--- config.mk ---
export PLATFORM = sky130hd
export DESIGN_NAME = uart_rx
export DESIGN_NICKNAME = d
export VERILOG_FILES = /design/src/rtl/uart_rx.sv
export SDC_FILE = /design/constraint.sdc
export NUM_CORES = 1
export LEC_CHECK = 0
export ABC_AREA = 1
export CORE_ASPECT_RATIO = 1.1
export CORE_MARGIN = 2
export CORE_UTILIZATION = 33
export DETAILED_ROUTE_END_ITERATION = 7
export HOLD_SLACK_MARGIN = 0.06
export PLACE_DENSITY = 0.55
export SLEW_MARGIN = 40
export SYNTH_ARGS = -nofsm -noshare
export SYNTH_HDL_FRONTEND = slang
export SYNTH_SLANG_ARGS = --single-unit
--- constraint.sdc ---
create_clock -name i_clk -period 3.25 [get_ports i_clk]
set_input_delay 0.975 -clock i_clk [delete_from_list [all_inputs] [get_ports i_clk]]
set_output_delay 0.975 -clock i_clk [all_outputs]
set_load 0.005 [all_outputs]
--- src/rtl/uart_rx.sv ---
// UART receiver: 16x oversampled, 1 start bit, SIZE_TRAMA_BIT data bits LSB first, 1 stop bit.
// A good frame updates o_data with a one-cycle o_rx_done; a low stop bit gives a one-cycle o_frame_err.
module uart_rx #(
    parameter int SIZE_TRAMA_BIT   = 8,
    parameter int SIZE_BIT_COUNTER = 3
) (
    input  logic                      i_clk,
    input  logic                      i_reset,
    input  logic                      i_tick,
    input  logic                      i_rx,
    output logic [SIZE_TRAMA_BIT-1:0] o_data,
    output logic                      o_rx_done,
    output logic                      o_frame_err,
    output logic [3:0]                o_state
);

    // One-cold state codes; any other code falls back to IDLE.
    localparam logic [3:0] S_IDLE  = 4'b1110;
    localparam logic [3:0] S_START = 4'b1101;
    localparam logic [3:0] S_DATA  = 4'b1011;
    localparam logic [3:0] S_STOP  = 4'b0111;

    localparam logic [SIZE_BIT_COUNTER-1:0] LAST_BIT = SIZE_BIT_COUNTER'(SIZE_TRAMA_BIT - 1);

    logic                        rx_meta_q, rx_s_q, rx_d_q;
    logic [3:0]                  state_q, state_d;
    logic [3:0]                  tick_q, tick_d;
    logic [SIZE_BIT_COUNTER-1:0] bit_q, bit_d;
    logic [SIZE_TRAMA_BIT-1:0]   shift_q, shift_d;
    logic [SIZE_TRAMA_BIT-1:0]   data_q, data_d;
    logic                        done_q, done_d;
    logic                        err_q, err_d;

    logic falling_edge;
    logic mid_sample;
    logic end_sample;
    logic last_bit;

    assign falling_edge = rx_d_q & ~rx_s_q;
    assign mid_sample   = i_tick && (tick_q == 4'd7);
    assign end_sample   = i_tick && (tick_q == 4'd15);
    assign last_bit     = (bit_q == LAST_BIT);

    always_ff @(posedge i_clk) begin
        if (i_reset) begin
            rx_meta_q <= 1'b1;
            rx_s_q    <= 1'b1;
            rx_d_q    <= 1'b1;
            state_q   <= S_IDLE;
            tick_q    <= '0;
            bit_q     <= '0;
            shift_q   <= '0;
            data_q    <= '0;
            done_q    <= 1'b0;
            err_q     <= 1'b0;
        end else begin
            rx_meta_q <= i_rx;
            rx_s_q    <= rx_meta_q;
            rx_d_q    <= rx_s_q;
            state_q   <= state_d;
            tick_q    <= tick_d;
            bit_q     <= bit_d;
            shift_q   <= shift_d;
            data_q    <= data_d;
            done_q    <= done_d;
            err_q     <= err_d;
        end
    end

    always_comb begin
        state_d = state_q;
        case (state_q)
            S_IDLE:  if (falling_edge) state_d = S_START;
            S_START: if (mid_sample) state_d = rx_s_q ? S_IDLE : S_DATA;
            S_DATA:  if (end_sample && last_bit) state_d = S_STOP;
            S_STOP:  if (end_sample) state_d = S_IDLE;
            default: state_d = S_IDLE;
        endcase
    end

    always_comb begin
        tick_d  = tick_q;
        bit_d   = bit_q;
        shift_d = shift_q;
        data_d  = data_q;
        done_d  = 1'b0;
        err_d   = 1'b0;
        case (state_q)
            S_IDLE: begin
                // Ticks are ignored here; the counter is only cleared by a new start edge.
                if (falling_edge) tick_d = '0;
            end
            S_START: begin
                if (i_tick) begin
                    if (tick_q == 4'd7) begin
                        if (!rx_s_q) begin
                            tick_d = '0;
                            bit_d  = '0;
                        end
                    end else begin
                        tick_d = tick_q + 4'd1;
                    end
                end
            end
            S_DATA: begin
                if (i_tick) begin
                    if (tick_q == 4'd15) begin
                        shift_d = {rx_s_q, shift_q[SIZE_TRAMA_BIT-1:1]};
                        tick_d  = '0;
                        if (!last_bit) bit_d = bit_q + 1'b1;
                    end else begin
                        tick_d = tick_q + 4'd1;
                    end
                end
            end
            S_STOP: begin
                if (i_tick) begin
                    if (tick_q == 4'd15) begin
                        if (rx_s_q) begin
                            data_d = shift_q;
                            done_d = 1'b1;
                        end else begin
                            err_d = 1'b1;
                        end
                    end else begin
                        tick_d = tick_q + 4'd1;
                    end
                end
            end
            default: ;
        endcase
    end

    assign o_data      = data_q;
    assign o_rx_done   = done_q;
    assign o_frame_err = err_q;
    assign o_state     = state_q;

endmodule

-- Yosys cells after proc, flatten, opt, wreduce, memory -nomap -nowiden
Cells that the tools add are included.
- bits in registers: 32
- input port bits: 4
- output and inout port bits: 14
- word-level logic and storage cells: 72
- add/subtract/negate cells: 2
- equality and inequality tests: 20
- multiplexer cells: 24
- bitwise logic cells: 5
- reductions and logical operators: 11
- operators by type and width (operator ; count):
    $mux W4 ; 12
    $pmux W4 S4 ; 2
    $ne A2 B2 Y1 const B ; 12
    $mux W3 ; 7
    $eq A4 B4 Y1 const B ; 4
    $reduce_and A7 Y1 ; 2
    $eq A4 B3 Y1 const B ; 2
    $reduce_and A4 Y1 ; 2
    $pmux W3 S2 ; 1
    $add A4 B1 Y4 const B ; 1
    $not A1 Y1 ; 4
    $reduce_bool A4 Y1 ; 1
    $reduce_or A4 Y1 ; 1
    $add A3 B1 Y3 const B ; 1
    $eq A3 B3 Y1 const B ; 1
    $logic_and A1 B1 Y1 ; 3
    $ne A3 B3 Y1 const B ; 1
    $reduce_and A3 Y1 ; 1
    $mux W1 ; 2
    $reduce_bool A2 Y1 ; 1
    $and A1 B1 Y1 ; 1

-- Depth between registers and ports, before layout
Gate-level depths: netlist of run 1.
- depth after elaboration: 5
- mapped depth: 10
- depth with buffers taken out: 10

-- Least setup slack after synthesis of run 1
No wires, ideal clock.
- path kind: input to register
- start: in i_tick
- end: reg state_q[1] (netlist: o_state[1])
- arrival time: 1.523 ns
- data required time: 3.112 ns
- slack: 1.589 ns
- stages: 7
- path through: inv_1 nand2_1 nand2_1 nor2_1 nand2_1 nand2_1 o211ai_1
- word-level cells in the longest chain between the ends: 4
- elaborated cells between the ends (all ways): 7
- classes of those cells: eq/ne (3); reduce/logical (4)
- ends and longest elaborated chain (element ; RTL line ; RTL):
    start, declared ; 9 ; input logic i_tick,
    $logic_and A1 B1 Y1 ; 41 ; assign end_sample = i_tick && (tick_q == 4'd15);
    $logic_and A1 B1 Y1 ; 75 ; S_DATA: if (end_sample && last_bit) state_d = S_STOP;
    $ne A2 B2 Y1 (no source line) ; n/a ;
    $reduce_and A4 Y1 (no source line) (*) ; n/a ;
    end signal, assigned ; 60 ; state_q <= state_d;
    end, declared ; 26 ; logic [3:0] state_q, state_d;
Mark *: on every way between the ends. The rest lies on a longest branch, timed or not.
A chain may end at the register's enable or synchronous reset.

-- Worst setup path after layout of run 1
- start: reg state_q[1] (netlist: o_state[1])
- end: out o_state[1]
- RTL lines (element ; RTL line ; RTL):
    end, declared ; 14 ; output logic [3:0] o_state
No word-level cell between the ends.

==> flow_summary.ini, run 1 <==
[global_routing]
grt_usage_pct = 14.2
grt_overflow_total = 0
antenna_found_initial = 0
grt_first_pass_wirelength_microns = 5310
grt_max_degree = 26
grt_pass1_vias = 1209

[place]
pre_cts_slack_ns = 0.796
globalplace.congestion = 0.754
io_buffers = 17
dp_hpwl_microns = 2160

[logic_synthesis]
yosys_warnings = 0
synth_area_per_cell_sq_um = 7.06
mappedNetlistArea_sq_um = 1500
syn-num-nets = 219
seq_area_frac_synth_pct = 42.8
ys_ff_latch = 32
synthDistinctLibCells = 25
syn-instance-count = 212

[cells_and_area]
layout-drive-gt1-share_pct = 10.6
area_growth_pct = 21.6
fin_util_pct = 42.2
nNetsFinal = 241
diodes = 0

[detailed_routing]
vias = 1328
wl_per_cell_microns = 10.6
drtPass1Iterations = 6
drc = 0
drtIter0Drc = 79
via_per_inst = 4.60
drtAntennaViolNets = 0
finalWirelength_microns = 3060

[timing]
slew_headroom_pct = 55.5
hold_viol = 0
setup_violations = 0
worst_pin_slew_ns = 0.666
rsz0062_at_grt = false
max_freq_mhz = 433
finalMaxSlewViolations = 0
clock_skew_ns = 0.00202
min_period_ns = 2.31
period_share_pct = 71.1
finalSetupTns_ns = 0
worst_slack_ns = 0.941

[critical_path]
crit_family = buffers and inverters
required_ns = 2.27
critical_path.max_fanout = 8
crit_slowest_cell = clkdlybuf4s50_1
critPathCaptureType = output port
crit_chain = clkdlybuf4s50_1
startpoint_type = flip-flop
critPathBufInv = 1
crit_arrival_ns = 1.33
worstSetupPathType = flip-flop to output port
slowest_delay_ns = 0.57

[clock_tree]
cts-root-buf = clkbuf_8
cts_tree = yes
postCtsSetupBuffers = 0
cts.repair.resized = 0
cts_sinks = 32
clk_pin_slew_ns = 0.07
cts_buffer_depth = 2
clock_latency_ns = 0.28
postCtsHoldBufs = 0
numCtsBuffers = 5
cts_htree_levels = 2

[die]
start_util_pct = 34.7
core-area_sq_um = 4320
ios = 18
die_h_microns = 74.7
die_width_microns = 68.2
die_area_sq_um = 5090
rows = 25

[pwr]
p_total_mw = 1.29
p_leak_nw = 0.864
power_density_nw_per_um2 = 705
peakVddDrop_mv = 0.344

[hold_path]
hp-class = flip-flop to flip-flop

[job]
maxCapViolations = 0

[status]
outcome = finished, final reports clean
kinds of logic (layout without fill, tap and decap cells):
logic type | count (synthesis) | in the layout | share of synthesized area (%)
AOI/OAI and AO/OA | 30 | 30 | 10.8
buffers and inverters | 27 | 50 | 6.77
xor gates and xnor gates | 1 | 1 | 0.585
and+or+nand+nor | 119 | 119 | 36.6
adders and majority gates | 3 | 3 | 2.51
DFF | 32 | 32 | 42.8
worst reg2reg max path, cell delays in order (launching register included):
cell	delay [ns]
dfxtp_1	0.38
ha_1	0.20
nand2_1	0.11
nor2_2	0.18
nand2_2	0.14
nor3_4	0.31
nor2_1	0.08
a211oi_1	0.18
synthesized netlist by cell type:
cell type	count	area, sq um
nand3_1	10	50.1
nor2_1	44	165
ha_1	3	37.5
nand4_2	1	12.5
o211ai_1	2	15.0
nor2_2	3	18.8
o21ai_1	3	15.0
inv_2	3	11.3
o21ai_2	1	8.76
nor2_8	1	20.0
clkbuf_1	2	7.51
nand4_1	4	25.0
o21ai_0	16	80.1
a211oi_1	1	7.51
nor3_1	1	5.00
nor2_4	1	11.3
dfxtp_1	32	641
inv_1	22	82.6
nand2_2	3	18.8
a21oi_1	7	35.0
or2_2	2	12.5
nor3_4	1	16.3
nand2_1	46	173
nand3_2	2	20.0
xor2_1	1	8.76
metrics by stage:
stage / instances / cell area [sq um] / hold WS [ns]
floorplan: 212 / 1500 / 0.389
global placement: 281 / 1730 / 0.407
detailed placement: 281 / 1730 / 0.406
CTS: 289 / 1820 / 0.418
global route: 289 / 1820 / 0.439
finish: 289 / 1820 / 0.415
power breakdown:
part / switching, mW / internal (mW) / leakage [nW]
clock network: 0.149 / 0.172 / 0.0445
logic: 0.293 / 0.176 / 0.559
registers: 0.0575 / 0.438 / 0.260
total: 0.499 / 0.786 / 0.864
layout by cell type (no fill, tap or decap), types with 4 or more instances in the layout:
cell	synthesis	routed
nand3_1	10	10
o21ai_0	16	16
clkbuf_8	0	6
clkdlybuf4s50_1	0	17
nand4_1	4	4
dfxtp_1	32	32
nor2_1	44	44
nand2_1	46	46
a21oi_1	7	7
inv_1	22	22
layer usage:
| layer | global-route usage, % | part of all wire, % | up-vias | wire, microns |
|---|---|---|---|---|
| li1 | - | - | 716 | - |
| met1 | 17.5 | 49 | 586 | 1500 |
| met2 | 22.5 | 45 | 18 | 1370 |
| met3 | 3.44 | 3.6 | 8 | 110 |
| met4 | 8.00 | 2.6 | 0 | 79 |
| met5 | 0 | 0 | - | 0 |
worst paths after layout:
kind / endpoint / cells past startpoint / slack [ns] / start
worst min-delay path: rx_s_q / 1 / 0.42 / rx_meta_q
worst min register to register: rx_s_q / 1 / 0.42 / rx_meta_q
worst max register to register: o_data[1] / 7 / 1.58 / tick_q[0]
worst max-delay path: o_state[1] / 1 / 0.94 / o_state[1]
flip-flops by register name (all words and copies together) (netlist names):
name,flops
rx_meta_q,1
bit_q,3
rx_d_q,1
o_data,8
o_frame_err,1
o_state,4
o_rx_done,1
shift_q,8
rx_s_q,1
tick_q,4
cell type report:
class | count | area (sq um)
multi-input cells | 153 | 756
inverters | 25 | 93.8
clock buffers | 7 | 86.3
repair buffers | 17 | 170
well taps | 54 | 67.6
clock inverters | 1 | 7.51
flip-flops and latches | 32 | 641
fillers | 452 | 2490
Note: power is estimated with default switching activity, not from simulation.
==> inputs of run 2 (changes only) <==
==> constraint.sdc (replaced) <==
create_clock -name i_clk -period 2.3 [get_ports i_clk]
set_input_delay 0.69 -clock i_clk [delete_from_list [all_inputs] [get_ports i_clk]]
set_output_delay 0.69 -clock i_clk [all_outputs]
set_load 0.005 [all_outputs]
==> flow_summary.ini, run 2 (synthesis results as in run 1) <==
[timing]
max_freq_mhz = 498
min_period_ns = 2.01
finalHoldWorstSlack_ns = 0.408
hold_viol = 0
rsz0062_at_grt = false
slew_headroom_pct = 76.4
setup_violations = 0
worst_pin_slew_ns = 0.352
finalSetupTns_ns = 0
clock_skew_ns = 0.00532
period_share_pct = 87.3
finalMaxSlewViolations = 0

[place]
globalplace.congestion = 0.812
io_buffers = 17
dp_hpwl_microns = 2260

[die]
die_h_microns = 74.7
die_area_sq_um = 5090
core-area_sq_um = 4320
rows = 25
die_width_microns = 68.2
ios = 18
start_util_pct = 34.7

[detailed_routing]
drtIter0Drc = 46
drtPass1Iterations = 4
drtAntennaViolNets = 0
finalWirelength_microns = 3050
via_per_inst = 4.57
drc = 0
wl_per_cell_microns = 10.4
vias = 1347

[pwr]
power_density_nw_per_um2 = 959
peakVddDrop_mv = 0.404
p_leak_nw = 0.895

[critical_path]
slowest_delay_ns = 0.56
worstSetupPathType = flip-flop to output port
crit_chain = clkdlybuf4s50_1
crit_slowest_cell = clkdlybuf4s50_1
critPathBufInv = 1
critical_path.max_fanout = 8
critPathCaptureType = output port
startpoint_type = flip-flop
crit_family = buffers and inverters
required_ns = 1.61
crit_arrival_ns = 1.32

[cells_and_area]
diodes = 0
final_common_cell = nand2_1
fin_util_pct = 43.1
area_growth_pct = 24.2
nNetsFinal = 247
layout-drive-gt1-share_pct = 13.3
n_fill_cell = 449
layout_common_cells = nand2_1 (46), nor2_1 (44), dfxtp_1 (32), inv_1 (22), clkdlybuf4s50_1 (17)

[global_routing]
grt_usage_pct = 14.2
grt_max_degree = 12
grt_pass1_vias = 1202
grt_first_pass_wirelength_microns = 5350
antenna_found_initial = 0
grt_overflow_total = 0

[status]
outcome = finished, final reports clean

[clock_tree]
postCtsHoldBufs = 0
cts_buffer_depth = 2
numCtsBuffers = 5
cts-root-buf = clkbuf_8
cts_sinks = 32
cts.repair.resized = 0
clk_pin_slew_ns = 0.07
clock_latency_ns = 0.28
cts_tree = yes
postCtsSetupBuffers = 0
cts_htree_levels = 2

[hold_path]
hp-class = flip-flop to flip-flop

[job]
maxCapViolations = 0
-- run 2: final cells by class --
cell class                 instances  area, sq um  area share (%)
inverter                          25         93.8            5.04
clock inverter                     3         18.8            1.01
multi-input combinational        153          756            40.6
timing repair buffer              23          215            11.6
clock buffer                       5         68.8            3.70
sequential                        32          641            34.4
tap                               54         67.6            3.63
-- run 2: worst paths after layout --
kind	depth (start not counted)	slack (ns)	end	start
setup / recovery	1	0.29	o_state[1]	o_state[1]
hold / removal	1	0.41	rx_s_q	rx_meta_q
setup reg to reg	8	0.63	shift_q[1]	tick_q[0]
hold reg to reg	1	0.41	rx_s_q	rx_meta_q
-- run 2: power by group --
group / internal [mW] / switching, mW
registers: 0.618 / 0.0795
clock network: 0.210 / 0.212
logic: 0.254 / 0.409
total: 1.08 / 0.701
-- run 2: routing by layer --
| metal | wire [microns] | part of all wire (%) | up-vias | global-route usage [%] |
|---|---|---|---|---|
| met1 | 1440 | 47 | 580 | 17.8 |
| met4 | 48 | 1.6 | 0 | 5.33 |
| met3 | 175 | 5.7 | 6 | 4.48 |
| li1 | - | - | 729 | - |
| met5 | 0 | 0 | - | 0 |
| met2 | 1390 | 45 | 32 | 22.8 |
-- run 2: stage by stage --
step	area, sq um	power, mW	std cells	worst slack, ns
6_report	1860	1.78	295	0.291
5_1_grt	1860	1.96	295	0.204
4_1_cts	1860	1.81	295	0.270
3_5_place_dp	1770	1.38	287	0.260
3_3_place_gp	1770	1.38	287	0.287
2_1_floorplan	1500	1.20	212	0.878
